`src/rtl/twi_slave_pkg.sv`:
```
// rtl/twi_slave_pkg.sv - shared types and constants for the twi_slave I2C target
package twi_slave_pkg;

    typedef enum logic [3:0] {
        ST_IDLE,
        ST_ADDR,
        ST_ADDR_ACK,
        ST_WR_PTR,
        ST_WR_DATA,
        ST_WR_ACK,
        ST_RD_DATA,
        ST_RD_ACK,
        ST_IGNORE
    } state_e;

    localparam logic ACK_LVL    = 1'b0;
    localparam logic NACK_LVL   = 1'b1;
    localparam int   SYNC_DEPTH = 2;

endpackage

```
`src/rtl/twi_line_sync.sv`:
```
// rtl/twi_line_sync.sv - SCL/SDA synchronizer with registered edge, START and STOP pulses
module twi_line_sync
    import twi_slave_pkg::*;
(
    input  logic CLK_I,
    input  logic RST_I,
    input  logic i_scl,
    input  logic i_sda,
    output logic o_scl_rise,
    output logic o_scl_fall,
    output logic o_start,
    output logic o_stop,
    output logic o_sda
);

    logic [SYNC_DEPTH-1:0] r_scl_sync;
    logic [SYNC_DEPTH-1:0] r_sda_sync;
    logic                  r_scl_dly;
    logic                  r_sda_dly;
    logic                  r_scl_rise;
    logic                  r_scl_fall;
    logic                  r_start;
    logic                  r_stop;
    logic                  r_sda_smp;
    logic                  w_scl;
    logic                  w_sda;

    assign w_scl = r_scl_sync[SYNC_DEPTH-1];
    assign w_sda = r_sda_sync[SYNC_DEPTH-1];

    // Everything resets high so an idle bus after reset shows no edges or START.
    always_ff @(posedge CLK_I or posedge RST_I) begin
        if (RST_I) begin
            r_scl_sync <= '1;
            r_sda_sync <= '1;
            r_scl_dly  <= 1'b1;
            r_sda_dly  <= 1'b1;
            r_scl_rise <= 1'b0;
            r_scl_fall <= 1'b0;
            r_start    <= 1'b0;
            r_stop     <= 1'b0;
            r_sda_smp  <= 1'b1;
        end else begin
            r_scl_sync <= {r_scl_sync[SYNC_DEPTH-2:0], i_scl};
            r_sda_sync <= {r_sda_sync[SYNC_DEPTH-2:0], i_sda};
            r_scl_dly  <= w_scl;
            r_sda_dly  <= w_sda;
            r_scl_rise <= w_scl & ~r_scl_dly;
            r_scl_fall <= ~w_scl & r_scl_dly;
            r_start    <= w_scl & r_scl_dly & ~w_sda & r_sda_dly;
            r_stop     <= w_scl & r_scl_dly & w_sda & ~r_sda_dly;
            r_sda_smp  <= w_sda;
        end
    end

    assign o_scl_rise = r_scl_rise;
    assign o_scl_fall = r_scl_fall;
    assign o_start    = r_start;
    assign o_stop     = r_stop;
    assign o_sda      = r_sda_smp;

endmodule

```
`src/rtl/twi_slave.sv`:
```
// rtl/twi_slave.sv - I2C target with byte register file shared between bus and host port
module twi_slave
    import twi_slave_pkg::*;
#(
    parameter logic [6:0] SLV_ADDR = 7'h50,
    parameter int         NREG     = 16,
    localparam int        AW       = $clog2(NREG)
) (
    input  logic          CLK_I,
    input  logic          RST_I,
    input  logic          SCL_I,
    input  logic          SDA_I,
    output logic          SDA_OEN,
    output logic          BUSY,
    input  logic          HOST_WE,
    input  logic [AW-1:0] HOST_ADR,
    input  logic [7:0]    HOST_DAT_I,
    output logic [7:0]    HOST_DAT_O,
    output logic          WR_STRB,
    output logic [AW-1:0] WR_ADR,
    output logic [7:0]    WR_DAT
);

    logic          w_scl_rise;
    logic          w_scl_fall;
    logic          w_start;
    logic          w_stop;
    logic          w_sda;

    state_e        r_state;
    logic [2:0]    r_bitcnt;
    logic [7:0]    r_shift;
    logic [AW-1:0] r_ptr;
    logic          r_oen;
    logic          r_busy;
    logic          r_ack_ph;
    logic          r_rw;
    logic          r_wr_strb;
    logic [AW-1:0] r_wr_adr;
    logic [7:0]    r_wr_dat;
    logic [7:0]    r_regs [NREG];

    state_e        w_state_nxt;
    logic [2:0]    w_bitcnt_nxt;
    logic [7:0]    w_shift_nxt;
    logic [AW-1:0] w_ptr_nxt;
    logic          w_oen_nxt;
    logic          w_busy_nxt;
    logic          w_ack_ph_nxt;
    logic          w_rw_nxt;
    logic          w_wr_strb_nxt;
    logic [AW-1:0] w_wr_adr_nxt;
    logic [7:0]    w_wr_dat_nxt;
    logic [7:0]    w_byte;
    logic [7:0]    w_rd_byte;

    twi_line_sync u_sync (
        .CLK_I      (CLK_I),
        .RST_I      (RST_I),
        .i_scl      (SCL_I),
        .i_sda      (SDA_I),
        .o_scl_rise (w_scl_rise),
        .o_scl_fall (w_scl_fall),
        .o_start    (w_start),
        .o_stop     (w_stop),
        .o_sda      (w_sda)
    );

    assign w_byte    = {r_shift[6:0], w_sda};
    assign w_rd_byte = r_regs[r_ptr];

    // r_ack_ph splits an ACK slot: clear = before the 9th rise, set = after it.
    always_comb begin
        w_state_nxt   = r_state;
        w_bitcnt_nxt  = r_bitcnt;
        w_shift_nxt   = r_shift;
        w_ptr_nxt     = r_ptr;
        w_oen_nxt     = r_oen;
        w_busy_nxt    = r_busy;
        w_ack_ph_nxt  = r_ack_ph;
        w_rw_nxt      = r_rw;
        w_wr_strb_nxt = 1'b0;
        w_wr_adr_nxt  = r_wr_adr;
        w_wr_dat_nxt  = r_wr_dat;
        if (w_start) begin
            w_state_nxt  = ST_ADDR;
            w_bitcnt_nxt = 3'd0;
            w_oen_nxt    = NACK_LVL;
            w_busy_nxt   = 1'b1;
            w_ack_ph_nxt = 1'b0;
        end else if (w_stop) begin
            w_state_nxt = ST_IDLE;
            w_oen_nxt   = NACK_LVL;
            w_busy_nxt  = 1'b0;
        end else begin
            case (r_state)
                ST_ADDR, ST_WR_PTR, ST_WR_DATA: begin
                    if (w_scl_rise) begin
                        w_shift_nxt  = w_byte;
                        w_bitcnt_nxt = r_bitcnt + 3'd1;
                        if (r_bitcnt == 3'd7) begin
                            w_ack_ph_nxt = 1'b0;
                            if (r_state == ST_ADDR) begin
                                w_rw_nxt    = w_byte[0];
                                w_state_nxt = (w_byte[7:1] == SLV_ADDR) ? ST_ADDR_ACK : ST_IGNORE;
                            end else if (r_state == ST_WR_PTR) begin
                                w_ptr_nxt   = w_byte[AW-1:0];
                                w_state_nxt = ST_WR_ACK;
                            end else begin
                                w_wr_strb_nxt = 1'b1;
                                w_wr_adr_nxt  = r_ptr;
                                w_wr_dat_nxt  = w_byte;
                                w_ptr_nxt     = r_ptr + AW'(1);
                                w_state_nxt   = ST_WR_ACK;
                            end
                        end
                    end
                end
                ST_ADDR_ACK, ST_WR_ACK: begin
                    if (w_scl_rise) begin
                        w_ack_ph_nxt = 1'b1;
                    end else if (w_scl_fall) begin
                        if (!r_ack_ph) begin
                            w_oen_nxt = ACK_LVL;
                        end else begin
                            w_ack_ph_nxt = 1'b0;
                            w_bitcnt_nxt = 3'd0;
                            if (r_state == ST_ADDR_ACK && r_rw) begin
                                w_state_nxt = ST_RD_DATA;
                                w_shift_nxt = {w_rd_byte[6:0], 1'b1};
                                w_oen_nxt   = w_rd_byte[7];
                            end else begin
                                w_oen_nxt   = NACK_LVL;
                                w_state_nxt = (r_state == ST_ADDR_ACK) ? ST_WR_PTR : ST_WR_DATA;
                            end
                        end
                    end
                end
                ST_RD_DATA: begin
                    if (w_scl_fall) begin
                        w_bitcnt_nxt = r_bitcnt + 3'd1;
                        if (r_bitcnt == 3'd7) begin
                            w_oen_nxt    = NACK_LVL;
                            w_ack_ph_nxt = 1'b0;
                            w_state_nxt  = ST_RD_ACK;
                        end else begin
                            w_oen_nxt   = r_shift[7];
                            w_shift_nxt = {r_shift[6:0], 1'b1};
                        end
                    end
                end
                ST_RD_ACK: begin
                    if (w_scl_rise) begin
                        w_ptr_nxt = r_ptr + AW'(1);
                        if (w_sda == ACK_LVL) begin
                            w_ack_ph_nxt = 1'b1;
                        end else begin
                            w_state_nxt = ST_IGNORE;
                        end
                    end else if (w_scl_fall && r_ack_ph) begin
                        w_ack_ph_nxt = 1'b0;
                        w_bitcnt_nxt = 3'd0;
                        w_state_nxt  = ST_RD_DATA;
                        w_shift_nxt  = {w_rd_byte[6:0], 1'b1};
                        w_oen_nxt    = w_rd_byte[7];
                    end
                end
                default: begin
                end
            endcase
        end
    end

    always_ff @(posedge CLK_I or posedge RST_I) begin
        if (RST_I) begin
            r_state   <= ST_IDLE;
            r_bitcnt  <= 3'd0;
            r_shift   <= 8'h00;
            r_ptr     <= '0;
            r_oen     <= 1'b1;
            r_busy    <= 1'b0;
            r_ack_ph  <= 1'b0;
            r_rw      <= 1'b0;
            r_wr_strb <= 1'b0;
            r_wr_adr  <= '0;
            r_wr_dat  <= 8'h00;
        end else begin
            r_state   <= w_state_nxt;
            r_bitcnt  <= w_bitcnt_nxt;
            r_shift   <= w_shift_nxt;
            r_ptr     <= w_ptr_nxt;
            r_oen     <= w_oen_nxt;
            r_busy    <= w_busy_nxt;
            r_ack_ph  <= w_ack_ph_nxt;
            r_rw      <= w_rw_nxt;
            r_wr_strb <= w_wr_strb_nxt;
            r_wr_adr  <= w_wr_adr_nxt;
            r_wr_dat  <= w_wr_dat_nxt;
        end
    end

    // Bus write lands the cycle after WR_STRB and beats a host write to the same index.
    always_ff @(posedge CLK_I or posedge RST_I) begin
        if (RST_I) begin
            for (int i = 0; i < NREG; i++) r_regs[i] <= 8'h00;
        end else begin
            for (int i = 0; i < NREG; i++) begin
                if (r_wr_strb && r_wr_adr == AW'(i)) begin
                    r_regs[i] <= r_wr_dat;
                end else if (HOST_WE && HOST_ADR == AW'(i)) begin
                    r_regs[i] <= HOST_DAT_I;
                end
            end
        end
    end

    assign SDA_OEN    = r_oen;
    assign BUSY       = r_busy;
    assign HOST_DAT_O = r_regs[HOST_ADR];
    assign WR_STRB    = r_wr_strb;
    assign WR_ADR     = r_wr_adr;
    assign WR_DAT     = r_wr_dat;

endmodule

```
`config.mk`:
```
export PLATFORM = sky130hd
export DESIGN_NAME = twi_slave
export DESIGN_NICKNAME = d
export VERILOG_FILES = /design/src/rtl/twi_slave_pkg.sv /design/src/rtl/twi_line_sync.sv /design/src/rtl/twi_slave.sv
export SDC_FILE = /design/constraint.sdc
export NUM_CORES = 1
export LEC_CHECK = 0
export ABC_AREA = 1
export CAP_MARGIN = 0
export CORE_MARGIN = 3
export CORE_UTILIZATION = 40
export CTS_CLUSTER_DIAMETER = 30
export DETAILED_ROUTE_END_ITERATION = 8
export SETUP_SLACK_MARGIN = 0.05
export SLEW_MARGIN = 20
export SYNTH_ARGS = -nofsm -noshare
export SYNTH_HDL_FRONTEND = slang
export SYNTH_SLANG_ARGS = --single-unit
```
`constraint.sdc`:
```
create_clock -name CLK_I -period 16.5 [get_ports CLK_I]
set_input_delay 4.125 -clock CLK_I [delete_from_list [all_inputs] [get_ports CLK_I]]
set_output_delay 4.125 -clock CLK_I [all_outputs]
set_load 0.01 [all_outputs]
```
==> results by group <==
Worst hold path
  • Hold path depth: 0
  • Worst Hold Class: register to register

Detailed routing
  • Final WL: 44500 um
  • DRC: 2
  • DR WL/cell: 24.8 um
  • Antenna violation net count after detailed routing: 0
  • Via count: 10835
  • Initial DRC count: 1633
  • DR vias/cell: 6.03
  • DRT Pass-1 Iters: 9

Die
  • FP Rows: 59
  • Starting Density: 41.0%
  • Die area: 0.0288 sq mm
  • Die width: 170 um
  • Ports: 40
  • CORE AREA: 0.0262 sq mm
  • Die Y: 170 um

CTS
  • H-tree levels: 4
  • Hold Buf Count CTS: 0
  • TritonCTS buffer count: 17
  • Sink Count: 174
  • CTS tree: done
  • Post-CTS Setup Bufs: 0
  • Clock Latency Late Sink: 450 ps
  • Post_cts resized: 0
  • Reg clk slew, reported paths: 80 ps
  • Root Buffer: clkbuf_16
  • Max Root-Sink Buffers: 2

Placed design
  • DP Wirelength: 31300 um
  • IO Port Bufs: 39
  • DP Worst Slack: 5720 ps
  • Post-place instance area: 0.0113 sq mm
  • Routability congestion estimate: 1.01

Pwr
  • Combinational fraction of design power: 40.9%
  • Sequential power share: 35.5%
  • Power per standard cell area: 147 mW/mm^2
  • Psw: 0.000798 W
  • VDD IR max: 0.0000979 V
  • P_leak: 5.33 nW
  • Int Pwr: 0.000947 W
  • Sw frac: 45.7%
  • Clock share of power: 23.6%

Synthesis
  • Top-area cell type share of the netlist area: 38.9%
  • Post-Synth Simple-Gate Area: 24.0%
  • Synthesized instance count: 1454
  • Area share of fa/ha/maj cells after synthesis: 0.350%
  • Seq/Total Area, Yosys: 40.6%
  • Syn. warnings: 0
  • Syn Nets: 1474
  • Main combinational cell family by area after synthesis: compound AO/OA/AOI/OAI gates
  • Mux share of post-synthesis cell area: 0%
  • Synth Area in XOR/XNOR: 0.0816%
  • Compound-Gate Fraction of Synth Area: 25.1%
  • Top post-synthesis cells by area: dfrtp_1 39%, nand2_1 10%, o21ai_0 7.5%
  • Cell taking the most area after synthesis: dfrtp_1
  • Mapped cell area: 0.0107 sq mm
  • Yosys cell types: 43
  • Mean Syn Cell Area: 7.38 sq um
  • Seq cells post-synth: 174

Global route
  • GRT Resource Usage Total: 31.1%
  • Global-route wire length before repair: 66300 um
  • Largest net degree at the start of global routing: 97
  • Gr ovfl total: 0
  • Vias in the first global route: 9990
  • Initial antenna violation count: 0

Timing
  • Clock skew: 12.6 ps
  • Setup ws final: 5630 ps
  • Worst slew pin tran: 1010 ps
  • Sum Neg Setup Slack: 0 ps
  • Final setup fails: 0
  • Fin crit share: 65.9%
  • Relative max-transition margin: 32.4%
  • RSZ-0062 raised after global routing: no
  • Final Max Tran Viols: 0
  • Minimum clock period: 10870 ps
  • Final hold violations: 0
  • FMAX: 92.0 MHz

Finish
  • Most frequent cells in the layout: 286 x nand2_1, 166 x dfrtp_1, 160 x o21ai_0
  • Final-layout fill cell count: 2662
  • NumNets Final: 1468
  • Share of layout cells above drive strength 1: 9.92%
  • Sequential cell area: 0.00436 sq mm
  • Leading cell type in the layout, fill and taps excluded: nand2_1
  • Fin area: 0.0119 sq mm
  • Final Util: 45.3%
  • Multi-input gate area: 0.00531 sq mm
  • Area grow syn2layout: 10.5%
  • Ant. Diodes: 0

Critical path
  • R2R depth: 8
  • CP endpoint kind: primary output
  • WS Path Type: input pin to primary output
  • Crit path max fanout: 34
  • Startpoint types: input pin
  • Arr. time, crit path: 6750 ps
  • CP Data Required Time: 12380 ps

Status
  • Violated checks: design-rule violations
  • Status: complete, but fails checks

Job
  • # Max-Cap Violations: 0
[through the flow]
| stage | hold WS (ps) | power [W] | instances |
|---|---|---|---|
| after CTS | 362 | 0.00172 | 1796 |
| after global routing | 366 | 0.00184 | 1796 |
| after floorplan | 345 | 0.00106 | 1454 |
| final | 360 | 0.00174 | 1796 |
| after detailed placement | 351 | 0.00132 | 1764 |
| after global placement | 346 | 0.00131 | 1764 |
[path summary, 6_finish.rpt]
path / from / end / slack (ps)
worst min-delay path: u_sync.r_sda_sync[0]$_DFF_PP1_ / u_sync.r_sda_sync[1]$_DFF_PP1_ / 360
min in group asynchronous: RST_I / WR_DAT[0]$_DFFE_PP0P_ / 4240
worst max register to register: r_ptr[3]$_DFFE_PP0P_ / r_shift[7]$_DFFE_PP0P_ / 13780
worst max-delay path: HOST_ADR[1] / HOST_DAT_O[2] / 5630
worst min register to register: u_sync.r_sda_sync[0]$_DFF_PP1_ / u_sync.r_sda_sync[1]$_DFF_PP1_ / 360
max in group asynchronous: RST_I / r_ptr[0]$_DFFE_PP0P_ / 10990
[layer usage]
layer	global-route usage [%]	wire length, um
met5	0	0
met4	10.3	1680
met3	7.64	4850
met2	46.3	19300
met1	44.3	18700
[logic make-up (layout without fill, tap and decap cells)]
family | Yosys count | after routing
AO/OA/AOI/OAI | 456 | 456
XOR/XNOR | 1 | 1
adder cells (fa/ha/maj) | 3 | 3
flip-flops | 174 | 174
buffers and inverters | 260 | 267
AND/OR/NAND/NOR | 560 | 560
[final cells by class]
type / instances / area share, %
clock buffers: 18 / 3.70
clock inverters: 14 / 1.20
inverters: 184 / 5.93
multi-input cells: 1020 / 44.8
flip-flops and latches: 174 / 36.8
well taps: 335 / 3.53
repair buffers: 51 / 4.08
[critical path: stages]
cell	delay [ps]
clkdlybuf4s50_1	780
nand2_2	530
o22ai_1	320
o21ai_0	160
nand4_1	230
clkdlybuf4s50_1	560
[sequential cells by signal (all words and copies together), names as in the netlist, 2 cells and up]
| register | count |
|---|---|
| u_sync.r_sda_sync | 2 |
| r_regs | 128 |
| WR_ADR | 4 |
| WR_DAT | 8 |
| r_state | 4 |
| r_bitcnt | 3 |
| r_shift | 8 |
| r_ptr | 4 |
| u_sync.r_scl_sync | 2 |
[power by group through the flow]
stage          sequential (W)  clock, W  combinational [W]
2_1_floorplan        0.000582         0           0.000476
3_3_place_gp         0.000624         0           0.000690
3_5_place_dp         0.000623         0           0.000693
4_1_cts              0.000616  0.000414           0.000694
5_1_grt              0.000627  0.000433           0.000779
6_report             0.000620  0.000412           0.000713
[cell usage after synthesis, drive strengths merged]
cell and count:
a31oi 3, inv 183, nor3b 1, a22oi 12
o211ai 25, dfrtp 167, xor2 1, nor4 1
dfstp 7, nand4 11, clkinv 1, nor2 128
o311ai 16, nand2 306, a21oi 130, buf 35
o21ai 179, o221ai 28, nand3 109, nor3 3
nand3b 1, clkbuf 41, ha 3, o2111ai 3
a211oi 1, o22ai 59
(Power assumes the default switching activity.)
